===== src/rtl/bytecode_fetch_decode.sv =====
// Bytecode fetch/decode front end: reads one byte every two cycles from a synchronous ROM,
// sizes each instruction from its opcode, and hands it to execute over valid/ready.
module bytecode_fetch_decode #(
  parameter int                ADDR_W   = 16,
  parameter logic [ADDR_W-1:0] RESET_PC = '0
) (
  input  logic              clk,
  input  logic              reset,
  output logic              mem_rd,
  output logic [ADDR_W-1:0] mem_addr,
  input  logic [7:0]        mem_rdata,
  output logic              instr_valid,
  input  logic              instr_ready,
  output logic [7:0]        instr_opcode,
  output logic [47:0]       instr_ops,
  output logic [2:0]        instr_nops,
  output logic [ADDR_W-1:0] instr_pc,
  input  logic              jump_valid,
  input  logic [ADDR_W-1:0] jump_addr,
  output logic              illegal
);

  typedef enum logic [1:0] {ST_ADDR, ST_DATA, ST_OUT, ST_HALT} state_t;

  localparam logic [ADDR_W-1:0] PC_ONE = {{(ADDR_W-1){1'b0}}, 1'b1};

  state_t              state_q, state_d;
  logic [ADDR_W-1:0]   pc_q, pc_d;
  logic [ADDR_W-1:0]   ipc_q, ipc_d;
  logic [2:0]          cnt_q, cnt_d;
  logic [2:0]          nops_q, nops_d;
  logic [7:0]          opcode_q, opcode_d;
  logic [47:0]         ops_q, ops_d;
  logic                illegal_q, illegal_d;

  function automatic logic is_illegal(input logic [7:0] op);
    return (op >= 8'h1B) && (op <= 8'h3F);
  endfunction

  // Operand byte count from the opcode alone; condJmp (0A) is provisional until op0 arrives.
  function automatic logic [2:0] op_count(input logic [7:0] op);
    logic [2:0] x, y, z;
    if (op[7]) return 3'd3;
    if (op[6]) begin
      x = (op[5:4] == 2'b00) ? 3'd2 : 3'd1;
      y = (op[3:2] == 2'b00) ? 3'd2 : 3'd1;
      z = (op[1:0] == 2'b01 || op[1:0] == 2'b10) ? 3'd1 : 3'd0;
      return 3'd1 + x + y + z;
    end
    case (op)
      8'h00, 8'h03, 8'h08, 8'h09, 8'h0C, 8'h14, 8'h15, 8'h16, 8'h17: return 3'd3;
      8'h01, 8'h02, 8'h04, 8'h07, 8'h0B, 8'h0E, 8'h0F, 8'h13, 8'h19: return 3'd2;
      8'h0A, 8'h12, 8'h18, 8'h1A:                                   return 3'd5;
      8'h0D, 8'h10:                                                 return 3'd1;
      default:                                                      return 3'd0;
    endcase
  endfunction

  always_comb begin
    state_d   = state_q;
    pc_d      = pc_q;
    ipc_d     = ipc_q;
    cnt_d     = cnt_q;
    nops_d    = nops_q;
    opcode_d  = opcode_q;
    ops_d     = ops_q;
    illegal_d = illegal_q;
    if (jump_valid) begin
      // Redirect wins over everything; any in-flight read or partial instruction is dropped.
      state_d   = ST_ADDR;
      pc_d      = jump_addr;
      cnt_d     = '0;
      ops_d     = '0;
      illegal_d = 1'b0;
    end else begin
      case (state_q)
        ST_ADDR: begin
          pc_d    = pc_q + PC_ONE;
          state_d = ST_DATA;
        end
        ST_DATA: begin
          if (cnt_q == 3'd0) begin
            opcode_d = mem_rdata;
            ipc_d    = pc_q - PC_ONE;
            if (is_illegal(mem_rdata)) begin
              illegal_d = 1'b1;
              state_d   = ST_HALT;
            end else begin
              nops_d  = op_count(mem_rdata);
              cnt_d   = 3'd1;
              state_d = (nops_d == 3'd0) ? ST_OUT : ST_ADDR;
            end
          end else begin
            for (int k = 0; k < 6; k++) begin
              if (cnt_q - 3'd1 == 3'(k)) ops_d[8*k +: 8] = mem_rdata;
            end
            if (cnt_q == 3'd1 && opcode_q == 8'h0A)
              nops_d = (mem_rdata[7:6] == 2'b11) ? 3'd5 : 3'd4;
            cnt_d   = cnt_q + 3'd1;
            state_d = (cnt_q == nops_d) ? ST_OUT : ST_ADDR;
          end
        end
        ST_OUT: begin
          if (instr_ready) begin
            state_d = ST_ADDR;
            cnt_d   = '0;
            ops_d   = '0;
          end
        end
        default: ;
      endcase
    end
  end

  always_ff @(posedge clk or negedge reset) begin
    if (!reset) begin
      state_q   <= ST_ADDR;
      pc_q      <= RESET_PC;
      ipc_q     <= '0;
      cnt_q     <= '0;
      nops_q    <= '0;
      opcode_q  <= '0;
      ops_q     <= '0;
      illegal_q <= 1'b0;
    end else begin
      state_q   <= state_d;
      pc_q      <= pc_d;
      ipc_q     <= ipc_d;
      cnt_q     <= cnt_d;
      nops_q    <= nops_d;
      opcode_q  <= opcode_d;
      ops_q     <= ops_d;
      illegal_q <= illegal_d;
    end
  end

  // The reset state is ADDR, so the read strobe is qualified by reset to keep it low in reset.
  assign mem_rd       = reset && (state_q == ST_ADDR);
  assign mem_addr     = mem_rd ? pc_q : '0;
  assign instr_valid  = (state_q == ST_OUT);
  assign instr_opcode = opcode_q;
  assign instr_ops    = ops_q;
  assign instr_nops   = nops_q;
  assign instr_pc     = ipc_q;
  assign illegal      = illegal_q;

endmodule


===== config.mk =====
export PLATFORM = sky130hd
export DESIGN_NAME = bytecode_fetch_decode
export DESIGN_NICKNAME = d
export VERILOG_FILES = /design/src/rtl/bytecode_fetch_decode.sv
export SDC_FILE = /design/constraint.sdc
export NUM_CORES = 1
export LEC_CHECK = 0
export ABC_AREA = 1
export CAP_MARGIN = 10
export CORE_UTILIZATION = 40
export DETAILED_ROUTE_END_ITERATION = 16
export GPL_ROUTABILITY_DRIVEN = 0
export PLACE_DENSITY = 0.66
export RECOVER_POWER = 25
export SLEW_MARGIN = 5
export SYNTH_ARGS = -nofsm -noshare
export SYNTH_HDL_FRONTEND = slang
export SYNTH_SLANG_ARGS = --single-unit

===== constraint.sdc =====
create_clock -name clk -period 2.3 [get_ports clk]
set_input_delay 0.345 -clock clk [delete_from_list [all_inputs] [get_ports clk]]
set_output_delay 0.345 -clock clk [all_outputs]
set_load 0.05 [all_outputs]

; After elaboration in Yosys (flattened, before gate mapping)
; Memory sizes are Yosys's and may differ from the RTL's.
; Cells that the tools add are included.
[totals]
inputBits = 28
mem_bits_ro = 96
output_inout_bits = 94
elab_cells = 134
memories = 1
regBits = 97
[op_classes]
muxes = 59
bitwise = 1
n_lt_le_gt_ge = 2
add_sub_neg = 7
n_eq_ne = 23
reduce_logical = 28
[memory_table]
columns = memory, words, width, rd, rd_clocked_by_memory_dff, write_ports, line
row1 = (no name shown), 32, 3, 1, 0, 0, 50  ; case (op)
[ops]
columns = cell, count
row1 = $mux W48, 3
row2 = $pmux W48 S2, 1
row3 = $mux W3, 19
row4 = $mux W16, 3
row5 = $mux W8, 6
row6 = $reduce_and A4 Y1, 6
row7 = $ne A3 B3 Y1 const B, 7
row8 = $mux W1, 17
row9 = $add A16 B1 Y16 const B, 1
row10 = $mux W2, 8
row11 = $sub A16 B1 Y16 const B, 1
row12 = $logic_not A3 Y1, 4
row13 = $reduce_and A3 Y1, 4
row14 = $eq A8 B4 Y1 const B, 1
row15 = $ge A8 B5 Y1 const B, 1
row16 = $le A8 B6 Y1 const B, 1
row17 = $reduce_bool A2 Y1, 4
row18 = $eq A2 B2 Y1 const B, 3
row19 = $eq A3 B1 Y1 const B, 2
row20 = $eq A3 B2 Y1 const B, 2
row21 = $eq A3 B3 Y1 const B, 2
row22 = $logic_not A2 Y1, 3
row23 = $pmux W2 S3, 1
row24 = $pmux W3 S2, 1
row25 = 16 further kinds, 19

; Depth between registers and ports, before layout
; Gate-level depths: netlist (run 1).
[depth]
ltp_word = 23
depth_mapped = 15
mapped_depth_nobuf = 15

; Least setup slack after synthesis (run 1)
; No wires, ideal clock.
[synth_timing]
path_kind = input to register
startpoint = input mem_rdata[0]
endpoint = register state_q[1]
setup_slack_ns = 0.046
stages = 15
arrival_time_ns = 2.137
required_time_ns = 2.183
setup_ns = 0.117
path_buffers = 0
path_cell_list = inv_1 > ha_1 > ha_1 > inv_1 > ha_1 > fa_1 > xnor2_1 > nand2_1 > nand2_1 > a21oi_1 > nor2_1 > nand2_1 > nand2_1 > nand3_1 > nand2_1
[synth_between]
elab_chain_len = 17
elab_cells_between_ends = 23
cone_classes = add/sub (1) / order compare (2) / eq/ne (2) / mux (14) / reduce/logical (3) / memory (1)
[synth_rtl]
columns = item, line
row1 = start: declaration, 11  ; input logic [7:0] mem_rdata,
row2 = $eq A2 B1 Y1 / $eq A2 B2 Y1 (equally long branches), 47  ; z = (op[1:0] == 2'b01 || op[1:0] == 2'b10) ? 3'd1 : 3'd0;
row3 = $logic_or A1 B1 Y1, 47
row4 = $mux W1, 47
row5 = $add A3 B1 Y3, 48  ; return 3'd1 + x + y + z;
row6 = $mux W3, 44  ; if (op[6]) begin
row7 = $mux W3, 50
row8 = $mux W3, 44
row9 = $mux W3, 85  ; if (is_illegal(mem_rdata)) begin
row10 = $mux W3, 82  ; if (cnt_q == 3'd0) begin
row11 = $mux W3, 76  ; case (state_q)
row12 = $mux W3, 68  ; if (jump_valid) begin
row13 = $logic_not A3 Y1, 91  ; state_d = (nops_d == 3'd0) ? ST_OUT : ST_ADDR;
row14 = $mux W2, 91
row15 = $mux W2 *, 85
row16 = $mux W2 *, 82
row17 = $pmux W2 S3 *, 76
row18 = $mux W2 *, 68
row19 = end signal: assignment, 126  ; state_q <= state_d;
row20 = end: declaration, 27  ; state_t state_q, state_d;
; Mark *: on every way between the ends. The rest lies on a longest branch, timed or not. The select of a mux whose other input is x is not followed.
; A chain may end at the register's enable or synchronous reset.

; Worst setup path in the final report (run 1)
[layout_timing]
startpoint = register state_q[0]
endpoint = output instr_valid
[layout_between]
elab_chain_len = 1
[layout_rtl]
columns = item, line
row1 = $eq A2 B2 Y1, 140  ; assign instr_valid = (state_q == ST_OUT);
row2 = end: declaration, 12  ; output logic instr_valid,
; No other way between the ends.

==> results.sh, run 1 <==
export IMPL_outcome="completed"
export IMPL_critical_path_endpoint_type="output pin"
export IMPL_p_per_area_mw_per_mm2=1320
export IMPL_tns_ns=0
export IMPL_areaGrowthSynthToFinish_pct=37.5
export IMPL_p_leak_nw=3.29
export IMPL_swShare_pct=49.2
export IMPL_wl_um=14100
export IMPL_clock_sinks=97
export IMPL_r2r_cells=10
export IMPL_synth_nets=679
export IMPL_antenna_cells=0
export IMPL_clk_path_buf_depth=2
export IMPL_start_kind="register"
export IMPL_clkLatencyLatePin_ns=0.35
export IMPL_cts_setup_buffers=0
export IMPL_first_global_vias=4506
export IMPL_antenna_left=0
export IMPL_cts_tree="built"
export IMPL_core_mm2=0.0127
export IMPL_mostFrequentLayoutCells="nand2_1 (177), clkdlybuf4s50_1 (99), dfrtp_1 (97), nor2_1 (63), inv_1 (53)"
export IMPL_relSlewSlack_pct=9.73
export IMPL_tightest_slew_ns=1.35
export IMPL_drive_gt1_share_pct=12.6
export IMPL_die_area_mm2=0.0135
export IMPL_initial_core_util_pct=41.1
export IMPL_slew_viol_final=0
export IMPL_dp_hpwl_um=10600
export IMPL_ir_worst_vdd_uv=629
export IMPL_port_buffers=121
export IMPL_place_inst=923
export IMPL_antenna_found_initial=0
export IMPL_n_fill_cell=1138
export IMPL_met1_usage_pct=28.2
export IMPL_path_clk_slew_ns=0.07
export IMPL_ys_seq_area_share_pct=46.6
export IMPL_drv_cap=0
export IMPL_synth_flop_cell="dfrtp_1"
export IMPL_grt_use_total_pct=22.1
export IMPL_netlist_area_mm2=0.00520
export IMPL_max_freq_ghz=0.455
export IMPL_die_h_um=116
export IMPL_grt_max_degree=57
export IMPL_dr_first_iter_drc_count=286
export IMPL_gr_total_overflow=0
export IMPL_use_met2_pct=36.7
export IMPL_required_ns=1.96
export IMPL_pre_cts_ws_ns=-0.607
export IMPL_synth_edf_count=0
export IMPL_wl_per_cell_um=15.0
export IMPL_async_flop_share_pct=100
export IMPL_p_clk_share_pct=16.8
export IMPL_fin_ws_ns=0.101
export IMPL_cts_htree_levels=3
export IMPL_top_usage_layer="met2"
export IMPL_ys_ff_latch=97
export IMPL_final_cells=940
export IMPL_postSynthCellCount=632
export IMPL_synth_warnings=0
export IMPL_period_minus_slack_ns=2.20
export IMPL_via_per_inst=4.97
export IMPL_cts_buffers=9
export IMPL_grtUsageMet3_pct=4.13
export IMPL_combPwrFrac_pct=54.1
export IMPL_hold_class="input port to asynchronous set/reset pin"
export IMPL_finalSetupViolations=0
export IMPL_ios=122
export IMPL_die_x_um=116
export IMPL_critical_path_arrival_ns=1.85
export IMPL_fp_row_count=41
export IMPL_worst_setup_path_type="register to output pin"
export IMPL_final_common_cell="nand2_1"
export IMPL_finalCritPeriodShare_pct=95.6
export IMPL_firstDrtPassIters=5
export IMPL_crit_path_max_fanout=3
export IMPL_grt_pass1_wl_um=22500
export IMPL_rsz0062_at_grt="false"
export IMPL_finalHoldViolations=0
export IMPL_skew_ns=0.0105
export IMPL_syn_avg_cell_area_um2=8.24
export IMPL_ys_types=36
export IMPL_nets=810
export IMPL_cts_root_buf="clkbuf_16"
export IMPL_route_detailed_drc=0
export IMPL_pwr_share_seq_pct=29.0
export IMPL_switchingPower_mw=4.66
export IMPL_dr_total_vias=4668
export IMPL_p_int_mw=4.81
per-stage QoR:
step / power, mW / instance area (um2) / hold slack (ns) / utilization, %
floorplan: 6.15 / 5200 / 0.0494 / -
detailed placement: 7.89 / 6800 / 0.154 / 53.7
CTS: 9.52 / 7150 / 0.130 / 56.4
global route: 9.97 / 7150 / 0.508 / 56.5
global placement: 7.82 / 6800 / 0.155 / 53.7
finish: 9.47 / 7150 / 0.485 / 56.5
power groups by stage:
stage	combinational (mW)	sequential (mW)	clock, mW
6_report	5.12	2.75	1.59
5_1_grt	5.46	2.82	1.69
4_1_cts	5.15	2.74	1.63
3_5_place_dp	5.13	2.77	0
3_3_place_gp	5.07	2.75	0
2_1_floorplan	1.75	4.40	0
worst max-delay path, stage by stage, from the launching register on:
cell and delay [ns]:
dfrtp_1 0.40, inv_1 0.10, ha_1 0.20, clkdlybuf4s50_1 0.81
path summary, 6_finish.rpt:
path | from | endpoint | slack [ns]
worst max-delay path | state_q[0] | instr_valid | 0.10
worst min-delay path | reset | instr_opcode[6] | 0.49
worst max register to register | cnt_q[0] | instr_ops[15] | 0.36
worst min register to register | instr_pc[14] | instr_pc[14] | 0.49
max in group asynchronous | reset | instr_ops[5] | 0.87
min in group clk | instr_pc[14] | instr_pc[14] | 0.49
synthesized netlist by cell type (all sizes together) (2+ instances only):
library cell,count,area (um2)
o211ai,5,37.5
nor3,6,40.0
a22oi,6,45.0
inv,59,224
xnor2,2,17.5
a21oi,15,75.1
nand4,2,12.5
a31oi,4,25.0
o21ai,84,454
nor2,74,338
clkbuf,7,27.5
nand2,185,747
nand3,27,155
ha,18,225
buf,14,114
clkinv,2,7.51
dfrtp,97,2430
xor2,20,183
flip-flops by register name, indices dropped and copies added (netlist names):
register      count
instr_ops        48
instr_pc         16
pc_q             16
instr_opcode      8
cnt_q             3
instr_nops        3
state_q           2
illegal           1
metal layers:
metal,routed length (um),share of wire [%]
met1,6210,44
met2,6720,48
met3,873,6.2
met4,310,2.2
met5,0,0
layout make-up:
cell class	count	area [um2]	share of cell area (%)
flip-flops and latches	97	2430	33.9
clock inverters	7	93.8	1.31
inverters	61	231	3.24
well taps	172	215	3.01
multi-input cells	453	2430	34.0
repair buffers	141	1530	21.3
clock buffers	9	225	3.15
what timing repair did:
item	4_1_cts	5_1_grt
resized for setup	6	7
hold endpoints to repair	1	0
endpoints found under the setup margin	3	19
hold buffers	1	0
pin swaps	0	0
cell families (layout without fill, tap and decap cells):
| family | Yosys count | in the layout | share of synthesized area, % |
|---|---|---|---|
| AO/OA/AOI/OAI | 117 | 117 | 12.7 |
| XOR/XNOR | 22 | 22 | 3.85 |
| adder cells (fa/ha/maj) | 19 | 19 | 4.71 |
| buffers and inverters | 82 | 218 | 7.16 |
| flip-flops | 97 | 97 | 46.6 |
| AND/OR/NAND/NOR | 295 | 295 | 25.0 |
Power figures use the tool's default switching activity.
==> run 2: changes to the inputs <==
Settings changed: RECOVER_POWER 25 to 100, SETUP_SLACK_MARGIN from default to 0.15.
==> run 2 against run 1 <==
  * Core utilization decreased by 2.0 points
  * Critical path depth up 2
  * Hold slack got worse by 0.094 ns
  * Cell count is 0.11% higher
  * Sequential power about the same
  * Via count hardly changed
  * Routed wire length grew 1.0%
  * Total power decreased by 4.9%
  * Setup slack improved by 0.081 ns
  * Maximum frequency increased by 3.8%
  * Design area decreased by 3.5%
  * Critical endpoint is now mem_addr[12]
==> results.sh, run 2 (synthesis results as in run 1) <==
export IMPL_cts_htree_levels=3
export IMPL_dr_total_vias=4665
export IMPL_firstDrtPassIters=5
export IMPL_grt_use_total_pct=22.3
export IMPL_grtUsageMet3_pct=4.34
export IMPL_use_met2_pct=37.3
export IMPL_finalCritPeriodShare_pct=92.1
export IMPL_drv_cap=0
export IMPL_drive_gt1_share_pct=12.1
export IMPL_path_clk_slew_ns=0.08
export IMPL_worstHoldStart="mem_rdata[0]"
export IMPL_hold_slack_ns=0.391
export IMPL_cts_root_buf="clkbuf_16"
export IMPL_via_per_inst=4.96
export IMPL_skew_ns=0.0110
export IMPL_die_h_um=116
export IMPL_dr_first_iter_drc_count=255
export IMPL_worst_setup_path_type="register to output pin"
export IMPL_initial_core_util_pct=41.1
export IMPL_outcome="completed"
export IMPL_max_freq_ghz=0.472
export IMPL_path_cells="inv_1, ha_1, nand2_2, nor2_1, clkbuf_2"
export IMPL_ios=122
export IMPL_antenna_cells=0
export IMPL_place_inst=920
export IMPL_path_depth=5
export IMPL_start_kind="register"
export IMPL_crit_family="flip-flops"
export IMPL_grt_max_degree=55
export IMPL_finalSetupViolations=0
export IMPL_dp_hpwl_um=10600
export IMPL_port_buffers=121
export IMPL_first_global_vias=4578
export IMPL_die_area_mm2=0.0135
export IMPL_nets=811
export IMPL_slew_viol_final=0
export IMPL_mostFrequentLayoutCells="nand2_1 (177), dfrtp_1 (97), dlygate4sd3_1 (76), o21ai_0 (71), nor2_1 (64)"
export IMPL_critical_path_endpoint_type="output pin"
export IMPL_cts_buffers=9
export IMPL_gr_total_overflow=0
export IMPL_hold_buffers=0
export IMPL_clkLatencyLatePin_ns=0.36
export IMPL_placed_area_mm2=0.00680
export IMPL_r2r_cells=10
export IMPL_met1_usage_pct=28.5
export IMPL_wl_per_cell_um=15.2
export IMPL_tightest_slew_ns=1.15
export IMPL_hold_class="input port to register"
export IMPL_relSlewSlack_pct=23.6
export IMPL_p_per_area_mw_per_mm2=1300
export IMPL_cts_tree="built"
export IMPL_cp_slowest_stage_delay_ns=0.41
export IMPL_critPathLaunch="state_q[1]"
export IMPL_crit_path_top_delay_cell="dfrtp_1"
export IMPL_antenna_left=0
export IMPL_finalHoldViolations=0
export IMPL_worst_path_buf_inv=2
export IMPL_ir_worst_vdd_uv=551
export IMPL_critical_path_arrival_ns=1.77
export IMPL_final_cells=941
export IMPL_top_usage_layer="met2"
export IMPL_p_leak_nw=3.38
export IMPL_largest_reg_flops=48
export IMPL_rsz0062_at_grt="true"
export IMPL_route_detailed_drc=0
export IMPL_required_ns=1.96
export IMPL_fp_row_count=41
export IMPL_design_area_mm2=0.00691
export IMPL_hold_depth=4
export IMPL_final_common_cell="nand2_1"
export IMPL_wl_um=14300
export IMPL_areaGrowthSynthToFinish_pct=32.7
export IMPL_clk_path_buf_depth=2
export IMPL_crit_path_max_fanout=17
export IMPL_antenna_found_initial=0
export IMPL_core_mm2=0.0127
export IMPL_die_x_um=116
export IMPL_grt_pass1_wl_um=23000
export IMPL_period_minus_slack_ns=2.12
export IMPL_power_total_mw=9.00
export IMPL_worst_r2r_startpoint="cnt_q[0]"
export IMPL_clock_sinks=97
## run 2: tightest hold or removal path, delay by kind of cell
family                 cells  cell delay (ns)
buffers and inverters      2             0.24
AO/OA/AOI/OAI              1             0.07
AND/OR/NAND/NOR            1             0.05
## run 2: repair_timing
action / 4_1_cts / 5_1_grt
setup buffers: 0 / 5
resized for setup: 6 / 20
cloned: 0 / 0
endpoints found under the setup margin: 21 / 89
pin swaps: 0 / 10
## run 2: final cells by class
type,instances,area (um2)
Clock buffer,9,225
Fill cell,1196,5770
Sequential cell,97,2430
Clock inverter,7,81.3
Multi-Input combinational cell,453,2430
Tap cell,172,215
Timing Repair Buffer,142,1290
Inverter,61,231
## run 2: worst paths after layout
kind | end | slack (ns)
setup / recovery | mem_addr[12] | 0.18
setup reg to reg | instr_ops[37] | 0.30
hold / removal | instr_opcode[0] | 0.39
min in group asynchronous | instr_opcode[0] | 0.43
max in group asynchronous | instr_ops[19] | 0.44
hold reg to reg | instr_ops[4] | 0.48
## run 2: report_power, final
group / leakage (nW) / switching (mW) / total (mW) / internal, mW
Sequential: 1.23 / 0.463 / 2.74 / 2.28
Combinational: 2.00 / 3.41 / 4.72 / 1.31
Clock: 0.150 / 0.762 / 1.54 / 0.776
## run 2: through the flow
| step | utilization [%] | worst slack [ns] | setup TNS, ns |
|---|---|---|---|
| 6_report | 54.5 | 0.182 | 0 |
| 5_1_grt | 54.5 | 0.0647 | 0 |
| 4_1_cts | 56.1 | 0.113 | 0 |
| 3_5_place_dp | 53.6 | -0.421 | -1.05 |
| 3_3_place_gp | 53.6 | -0.372 | -0.871 |
| 2_1_floorplan | - | 0.180 | 0 |
## run 2: per-layer routing
layer / up-vias / wire length, um / part of all wire [%]
met5: - / 0 / 0
met4: 0 / 230 / 1.6
met3: 17 / 852 / 6.0
met2: 161 / 6890 / 48
met1: 2185 / 6280 / 44
li1: 2302 / - / -
